## config.mk

```make
export PLATFORM = sky130hd
export DESIGN_NAME = high_score_tracker
export DESIGN_NICKNAME = d
export VERILOG_FILES = /design/src/rtl/high_score_tracker.sv
export SDC_FILE = /design/constraint.sdc
export NUM_CORES = 1
export LEC_CHECK = 0
export ABC_AREA = 1
export CORE_AREA = 4 4 74 76
export DETAILED_ROUTE_END_ITERATION = 10
export DIE_AREA = 0 0 78 80
export GPL_ROUTABILITY_DRIVEN = 1
export PLACE_DENSITY = 0.77
export SETUP_SLACK_MARGIN = 0.1
export SLEW_MARGIN = 20
export SYNTH_ARGS = -nofsm -noshare
export SYNTH_HDL_FRONTEND = slang
export SYNTH_SLANG_ARGS = --single-unit
```

## constraint.sdc

```tcl
create_clock -name clk -period 2.87 [get_ports clk]
set_clock_uncertainty 0.15 [all_clocks]
set_input_delay 0.861 -clock clk [delete_from_list [all_inputs] [get_ports clk]]
set_output_delay 0.861 -clock clk [all_outputs]
set_load 0.01 [all_outputs]
```

## src/rtl/high_score_tracker.sv

```systemverilog
//------------------------------------------------------------------------------
// Module      : high_score_tracker
// Description : Session high-score keeper for the dinosaur game. On game_over
//               it snapshots the 5-digit BCD score and compares it against the
//               stored high score, most significant digit first. It compares
//               one digit per cycle. A strictly greater snapshot replaces the
//               stored value and raises new_record.
//               Optional macro HS_DIGIT_CLAMP_EN: clamps snapshot digits above
//               9 down to 9 and reports the clamp on bad_digit.
// Revision    : 1.0 - initial release
//------------------------------------------------------------------------------
`default_nettype none

module high_score_tracker (
    input  logic        clk,
    input  logic        clr,
    input  logic [19:0] score,
    input  logic        game_over,
    output logic [19:0] high,
    output logic        new_record,
    output logic        busy,
    output logic        done,
    output logic        bad_digit
);

    localparam logic [1:0] S_IDLE = 2'd0;
    localparam logic [1:0] S_CMP  = 2'd1;
    localparam logic [1:0] S_UPD  = 2'd2;
    localparam logic [1:0] S_DONE = 2'd3;

    logic [1:0]  r_state;
    logic [1:0]  w_next;
    logic [19:0] r_snap;
    logic [19:0] r_high;
    logic [2:0]  r_idx;
    logic        r_new_record;
    logic        r_busy;
    logic        r_done;
    logic        r_bad_digit;
    logic [19:0] w_snap_in;
    logic        w_bad_in;
    logic [3:0]  w_snap_dig;
    logic [3:0]  w_high_dig;

`ifdef HS_DIGIT_CLAMP_EN
    logic [4:0] w_dig_bad;

    // Clamp each incoming digit to 9 and flag any digit that needed it
    for (genvar gi = 0; gi < 5; gi++) begin : g_clamp
        assign w_dig_bad[gi]          = (score[4*gi +: 4] > 4'd9);
        assign w_snap_in[4*gi +: 4]   = w_dig_bad[gi] ? 4'd9 : score[4*gi +: 4];
    end
    assign w_bad_in = |w_dig_bad;
`else
    assign w_snap_in = score;
    assign w_bad_in  = 1'b0;
`endif

    // Select the digit pair currently under comparison
    always_comb begin
        w_snap_dig = r_snap[3:0];
        w_high_dig = r_high[3:0];
        case (r_idx)
            3'd4:    begin w_snap_dig = r_snap[19:16]; w_high_dig = r_high[19:16]; end
            3'd3:    begin w_snap_dig = r_snap[15:12]; w_high_dig = r_high[15:12]; end
            3'd2:    begin w_snap_dig = r_snap[11:8];  w_high_dig = r_high[11:8];  end
            3'd1:    begin w_snap_dig = r_snap[7:4];   w_high_dig = r_high[7:4];   end
            default: begin w_snap_dig = r_snap[3:0];   w_high_dig = r_high[3:0];   end
        endcase
    end

    // Next-state decision; a full tie ends without a record
    always_comb begin
        w_next = r_state;
        case (r_state)
            S_IDLE: if (game_over) w_next = S_CMP;
            S_CMP: begin
                if (w_snap_dig > w_high_dig)      w_next = S_UPD;
                else if (w_snap_dig < w_high_dig) w_next = S_DONE;
                else if (r_idx == 3'd0)           w_next = S_DONE;
                else                              w_next = S_CMP;
            end
            S_UPD:   w_next = S_DONE;
            default: w_next = S_IDLE;
        endcase
    end

    // State, snapshot, stored score and registered status flags
    always_ff @(posedge clk or posedge clr) begin
        if (clr) begin
            r_state      <= S_IDLE;
            r_snap       <= 20'h00000;
            r_high       <= 20'h00000;
            r_idx        <= 3'd0;
            r_new_record <= 1'b0;
            r_busy       <= 1'b0;
            r_done       <= 1'b0;
            r_bad_digit  <= 1'b0;
        end else begin
            r_state <= w_next;
            r_busy  <= (w_next != S_IDLE);
            r_done  <= (w_next == S_DONE);
            case (r_state)
                S_IDLE: begin
                    if (game_over) begin
                        r_snap       <= w_snap_in;
                        r_idx        <= 3'd4;
                        r_new_record <= 1'b0;
                        r_bad_digit  <= w_bad_in;
                    end
                end
                S_CMP: begin
                    if ((w_snap_dig == w_high_dig) && (r_idx != 3'd0))
                        r_idx <= r_idx - 3'd1;
                end
                S_UPD: begin
                    r_high       <= r_snap;
                    r_new_record <= 1'b1;
                end
                default: ;
            endcase
        end
    end

    assign high       = r_high;
    assign new_record = r_new_record;
    assign busy       = r_busy;
    assign done       = r_done;
    assign bad_digit  = r_bad_digit;

endmodule

`default_nettype wire

```

# ---- Word level (Yosys, flattened, before mapping)
# Index checks and enable logic that the tools add are counted.
dict set report totals {
  register_bits 48
  inputBits 23
  word_cells 42
  out_inout_bits 24
}
dict set report classes {
  n_eq_ne 10
  muxes 12
  magnitude_cmp 2
  n_reduce_logical 10
  n_addsub 1
}
# cell n
set ops {}
lappend ops {{$pmux W4 S4} 2}
lappend ops {{$mux W2} 4}
lappend ops {{$eq A3 B2 Y1 const B} 2}
lappend ops {{$mux W3} 2}
lappend ops {{$pmux W2 S3} 1}
lappend ops {{$pmux W3 S2} 1}
lappend ops {{$reduce_bool A2 Y1} 3}
lappend ops {{$eq A2 B2 Y1 const B} 2}
lappend ops {{$eq A4 B4 Y1} 1}
lappend ops {{$gt A4 B4 Y1} 1}
lappend ops {{$lt A4 B4 Y1} 1}
lappend ops {{$ne A2 B2 Y1 const B} 2}
lappend ops {{$reduce_and A2 Y1} 2}
lappend ops {{$eq A3 B1 Y1 const B} 1}
lappend ops {{$eq A3 B3 Y1 const B} 1}
lappend ops {{$logic_not A3 Y1} 1}
lappend ops {{$reduce_and A3 Y1} 1}
lappend ops {{$reduce_bool A3 Y1} 1}
lappend ops {{$sub A3 B1 Y3 const B} 1}
lappend ops {{$eq A2 B1 Y1 const B} 1}
lappend ops {{$logic_not A2 Y1} 1}
lappend ops {{$pmux W1 S2} 1}
lappend ops {{$logic_and A1 B1 Y1} 1}
lappend ops {{$mux W1} 1}

# ---- Longest topological paths before layout
dict set report logic_depth {
  ltp_word 7
  ltp_mapped 21
  ltp_nobuf 21
}

# ---- Worst setup path after synthesis
# OpenSTA, ideal clock, no wires.
dict set report synth_path {
  path_kind {reg2reg}
  start {register r_idx[0]}
  end {register r_idx[1]}
  period_less_slack_ns 2.308
  path_buffers 0
  setup_slack_ns 0.562
  setup_ns 0.127
  stages_incl_launch_ff 15
  arrival_ns 2.031
  required_time_ns 2.593
  path_cell_list {dfrtp_1 -> inv_1 -> ha_1 -> nand2_2 -> inv_2 -> a21oi_4 -> nand2_4 -> o21ai_1 -> inv_1 -> ha_1 -> nand4_1 -> nor2_1 -> nand2_1 -> nand2_1 -> o21ai_0}
}
dict set report synth_via {
  elab_chain_cells 6
  elab_cells_between_ends 14
  cone_classes {add/sub (1); eq/ne (6); mux (4); reduce/logical (3)}
}
# item line_no
set synth_rtl {}
lappend synth_rtl {{start: declaration} 35} ;# logic [2:0] r_idx;
lappend synth_rtl {{start signal: assignment} 114} ;# r_idx <= r_idx - 3'd1;
lappend synth_rtl {{$eq A3 B1 Y1, or another cell as far along} 63} ;# case (r_idx)
lappend synth_rtl {{$pmux W4 S4} 63}
lappend synth_rtl {{$eq A4 B4 Y1} 113} ;# if ((w_snap_dig == w_high_dig) && (r_idx != 3'd0))
lappend synth_rtl {{$logic_and A1 B1 Y1} 113}
lappend synth_rtl {{$ne A2 B2 Y1 (no source line)} --}
lappend synth_rtl {{$reduce_and A3 Y1 (no source line)} --}
# Parallel ways exist; a longest one is shown, timed or not. The select of a mux whose other input is x is not followed.
# A chain may end at the register's enable or synchronous reset.

# ---- Worst setup path in the final report
dict set report layout_path {
  start {register r_idx[0]}
  end {register r_done, in the netlist done}
}
dict set report layout_via {
  elab_chain_cells 7
  elab_cells_between_ends 14
  cone_classes {order compare (2); eq/ne (5); mux (6); reduce/logical (1)}
}
# item line_no
set layout_rtl {}
lappend layout_rtl {{$eq A3 B1 Y1, or another cell as far along} 63}
lappend layout_rtl {{$pmux W4 S4} 63}
lappend layout_rtl {{$lt A4 B4 Y1} 79} ;# else if (w_snap_dig < w_high_dig) w_next = S_DONE;
lappend layout_rtl {{$mux W2} 79}
lappend layout_rtl {{$mux W2 *} 78} ;# if (w_snap_dig > w_high_dig) w_next = S_UPD;
lappend layout_rtl {{$pmux W2 S3 *} 75} ;# case (r_state)
lappend layout_rtl {{named net w_next[1]} 32} ;# logic [1:0] w_next;
lappend layout_rtl {{$eq A2 B2 Y1 *} 102} ;# r_done <= (w_next == S_DONE);
lappend layout_rtl {{end signal: assignment} 102}
lappend layout_rtl {{end: declaration} 38} ;# logic r_done;
# The timed path passes the listed nets; every way through them passes the cells marked *.

==> results.yml <==
clock_tree:
  h-tree-depth: 2
  cts_root_buf: "clkbuf_8"
  clockBufferDepth: 2
  clk_latency_ns: 0.31
  clock_sinks: 48
  cts_tree: "yes"
  cts-buffers-inserted: 5
  clk_pin_slew_ns: 0.09
final_layout:
  drive_above_1_share_pct: 9.249
  syn2layout_area_growth_pct: 26.57
  fillers: 415
  fin_nets: 377
  diodes: 0
  final_util_pct: 64.11
worst_setup_path:
  crit_arrival_ns: 2.64
  start_kind: "flop"
  rrSetupSlack_ns: 0.29
  crit_required_ns: 2.93
  cp_max_fo: 9
  cp-end-kind: "flop"
  r2r-end: "done$_DFF_PP0_"
  r2r_start: "r_idx[0]$_DFFE_PP0P_"
  reg2reg_depth: 16
  critical_path_class: "flop to flop"
timing:
  max_slew.worst_pin.slew_ns: 0.5204
  relSlewSlack_pct: 65.22
  fin_crit_ns: 2.581
  slew_viol_final: 0
  finalSetupViolCount: 0
  rsz0062_at_grt: "false"
  fmax_mhz: 387.4
  tns_ns: 0
  fin_crit_sh_pct: 89.94
  hold_viol: 0
  whs_ns: 0.3343
floorplan:
  chipWidth_um: 78
  std_cell_rows: 25
  io-pin-count: 47
  initial_core_util_pct: 50.65
  die_height_um: 80
  dieArea_um2: 6240
  core_area_um2: 4723
min_path:
  min_to: "high[7]$_DFFE_PP0P_"
  hp-class: "flop to flop"
  hp-start: "r_snap[7]$_DFFE_PP0P_"
  worstHoldPathCells: 2
global_route:
  antenna_found_initial: 0
  grt_pass1_wl_um: 9370
  top_usage_layer: "met2"
  grt_max_degree: 28
  use_met3_pct: 3.950
  first_global_vias: 1946
  grtUsageMet1_pct: 26.57
  use_met2_pct: 29.37
  gr-total-overflow: 0
  gr-usage-all-layers_pct: 19.27
synthesis:
  netlist_top_cells_area: "dfrtp_1 50%, nand2_1 17%, o21ai_0 6.7%, inv_1 5.6%, ha_1 4.7%"
  synth_area_um2: 2392
  syn_area_per_cell_um2: 8.055
  synth_cells: 297
  yosysSeqAreaShare_pct: 50.21
  synth_largest_area_cell: "dfrtp_1"
  synth.top_cell.area_share_pct: 50.21
  syn_nets: 329
  ys_warn_count: 0
  synth-seq-cells: 48
  ys_types: 24
power:
  p_leak_nw: 1.487
  powerDensity_nw_per_um2: 1213
  ir_drop_v: 0.0005318
drt:
  dr.pass1.iters: 4
  drtAntennaViolNets: 0
  vias: 2039
  finalWirelength_um: 5376
  wl_per_cell_um: 13.02
  drt_iter0_markers: 119
  route.detailed.drc: 0
  viasPerCell: 4.937
status:
  status: "completed"
placement:
  place.gp.congestion: 0.9086
  hpwlAfterDp_um: 4054
  portBuffers: 45
flow_run:
  cap_violations: 0
==> routing by layer <==
metal | vias up | routed length (um)
li1 | 1020 | -
met1 | 960 | 2519
met2 | 48 | 2500
met3 | 11 | 260
met4 | 0 | 97
met5 | - | 0
==> cells in the final DEF, fill, tap and decap left out <==
cell,Yosys,final
a21oi_1,1,1
a21oi_4,1,1
buf_12,0,1
buf_4,1,4
bufinv_16,0,1
clkbuf_1,0,1
clkbuf_8,0,5
clkdlybuf4s50_1,0,45
clkinv_2,0,1
conb_1,1,1
dfrtp_1,48,48
ha_1,9,7
ha_2,0,2
inv_1,36,35
inv_2,7,8
nand2_1,108,107
nand2_2,2,2
nand2_4,1,2
nand3_1,15,15
nand3_2,1,1
nand4_1,4,4
nor2_1,9,9
nor2_4,1,1
o21ai_0,32,32
o21ai_1,2,1
o21ai_2,1,2
o22ai_1,8,8
or2_2,1,1
==> Yosys cell counts <==
master    instances
o21ai_0          32
nand4_1           4
nor2_1            9
a21oi_4           1
dfrtp_1          48
clkbuf_2          1
o21ai_2           1
nand3_1          15
nand2_4           1
buf_2             3
conb_1            1
nand2_2           2
o21ai_1           2
or2_2             1
nand2_1         108
buf_6             4
ha_1              9
o22ai_1           8
buf_4             1
nand3_2           1
nor2_4            1
a21oi_1           1
inv_2             7
inv_1            36
==> cell type report <==
| type | instances | area, um2 | area share, % |
|---|---|---|---|
| Timing Repair Buffer | 50 | 500.5 | 16.53 |
| Clock buffer | 6 | 72.57 | 2.397 |
| Inverter | 43 | 161.4 | 5.331 |
| Multi-Input combinational cell | 197 | 973.4 | 32.15 |
| Sequential cell | 48 | 1201 | 39.67 |
| Clock inverter | 2 | 35.03 | 1.157 |
| Tap cell | 67 | 83.83 | 2.769 |
==> timing repair <==
action | CTS | global route
hold endpoints to repair | 0 | 0
setup endpoints to repair | 0 | 7
gates resized for setup | 0 | 5
hold buffers | 0 | 0
setup buffers | 0 | 2
==> report_power, final <==
group          internal (mW)  switching (mW)
Sequential             0.989           0.220
Combinational          0.832            1.15
Clock                  0.259           0.225
==> worst max-delay path by stage <==
stage                              start                    to  slack, ns  depth (start not counted)
finish              r_idx[0]$_DFFE_PP0P_        done$_DFF_PP0_       0.29                         16
floorplan           r_idx[0]$_DFFE_PP0P_  r_idx[1]$_DFFE_PP0P_       0.56                         14
global route        r_idx[0]$_DFFE_PP0P_        done$_DFF_PP0_       0.09                         18
CTS                 r_idx[0]$_DFFE_PP0P_  r_idx[2]$_DFFE_PP0P_       0.21                         14
global placement    r_idx[0]$_DFFE_PP0P_  r_idx[2]$_DFFE_PP0P_       0.31                         14
detailed placement  r_idx[0]$_DFFE_PP0P_  r_idx[2]$_DFFE_PP0P_       0.25                         14
==> cells by family (layout without fill, tap and decap cells) <==
kind of cell / count (synthesis) / after routing / synth area share [%]
other: 1 / 1 / 0.1568
and+or+nand+nor: 142 / 142 / 24.69
buffers and inverters: 52 / 101 / 9.780
AOI/OAI and AO/OA: 45 / 45 / 10.46
adders and majority gates: 9 / 9 / 4.707
DFF: 48 / 48 / 50.21
==> critical path, stage by stage (launching register included) <==
cell	delay, ns
dfrtp_1	0.43
inv_1	0.12
ha_2	0.22
nand2_4	0.10
inv_2	0.07
a21oi_4	0.21
nand2_4	0.12
o21ai_1	0.14
inv_1	0.07
ha_1	0.30
nand4_1	0.12
nor2_1	0.14
nand2_1	0.07
nand2_1	0.07
nand2_1	0.06
nand2_1	0.06
inv_1	0.04
==> stage by stage <==
step | setup slack (ns) | std cells | area [um2] | power (mW)
final | 0.2888 | 413 | 3028 | 3.673
after global routing | 0.09150 | 413 | 3028 | 4.060
after CTS | 0.2065 | 411 | 2997 | 3.632
after detailed placement | 0.2518 | 403 | 2889 | 3.131
after global placement | 0.3090 | 403 | 2889 | 3.070
after floorplan | 0.5620 | 297 | 2392 | 2.509
==> state kept, by name (all words and copies together), names as in the netlist <==
signal and count:
r_snap 20, r_idx 3, busy 1, new_record 1, done 1, r_state 2
high 20
No activity file was read; power rests on OpenSTA's default activity.
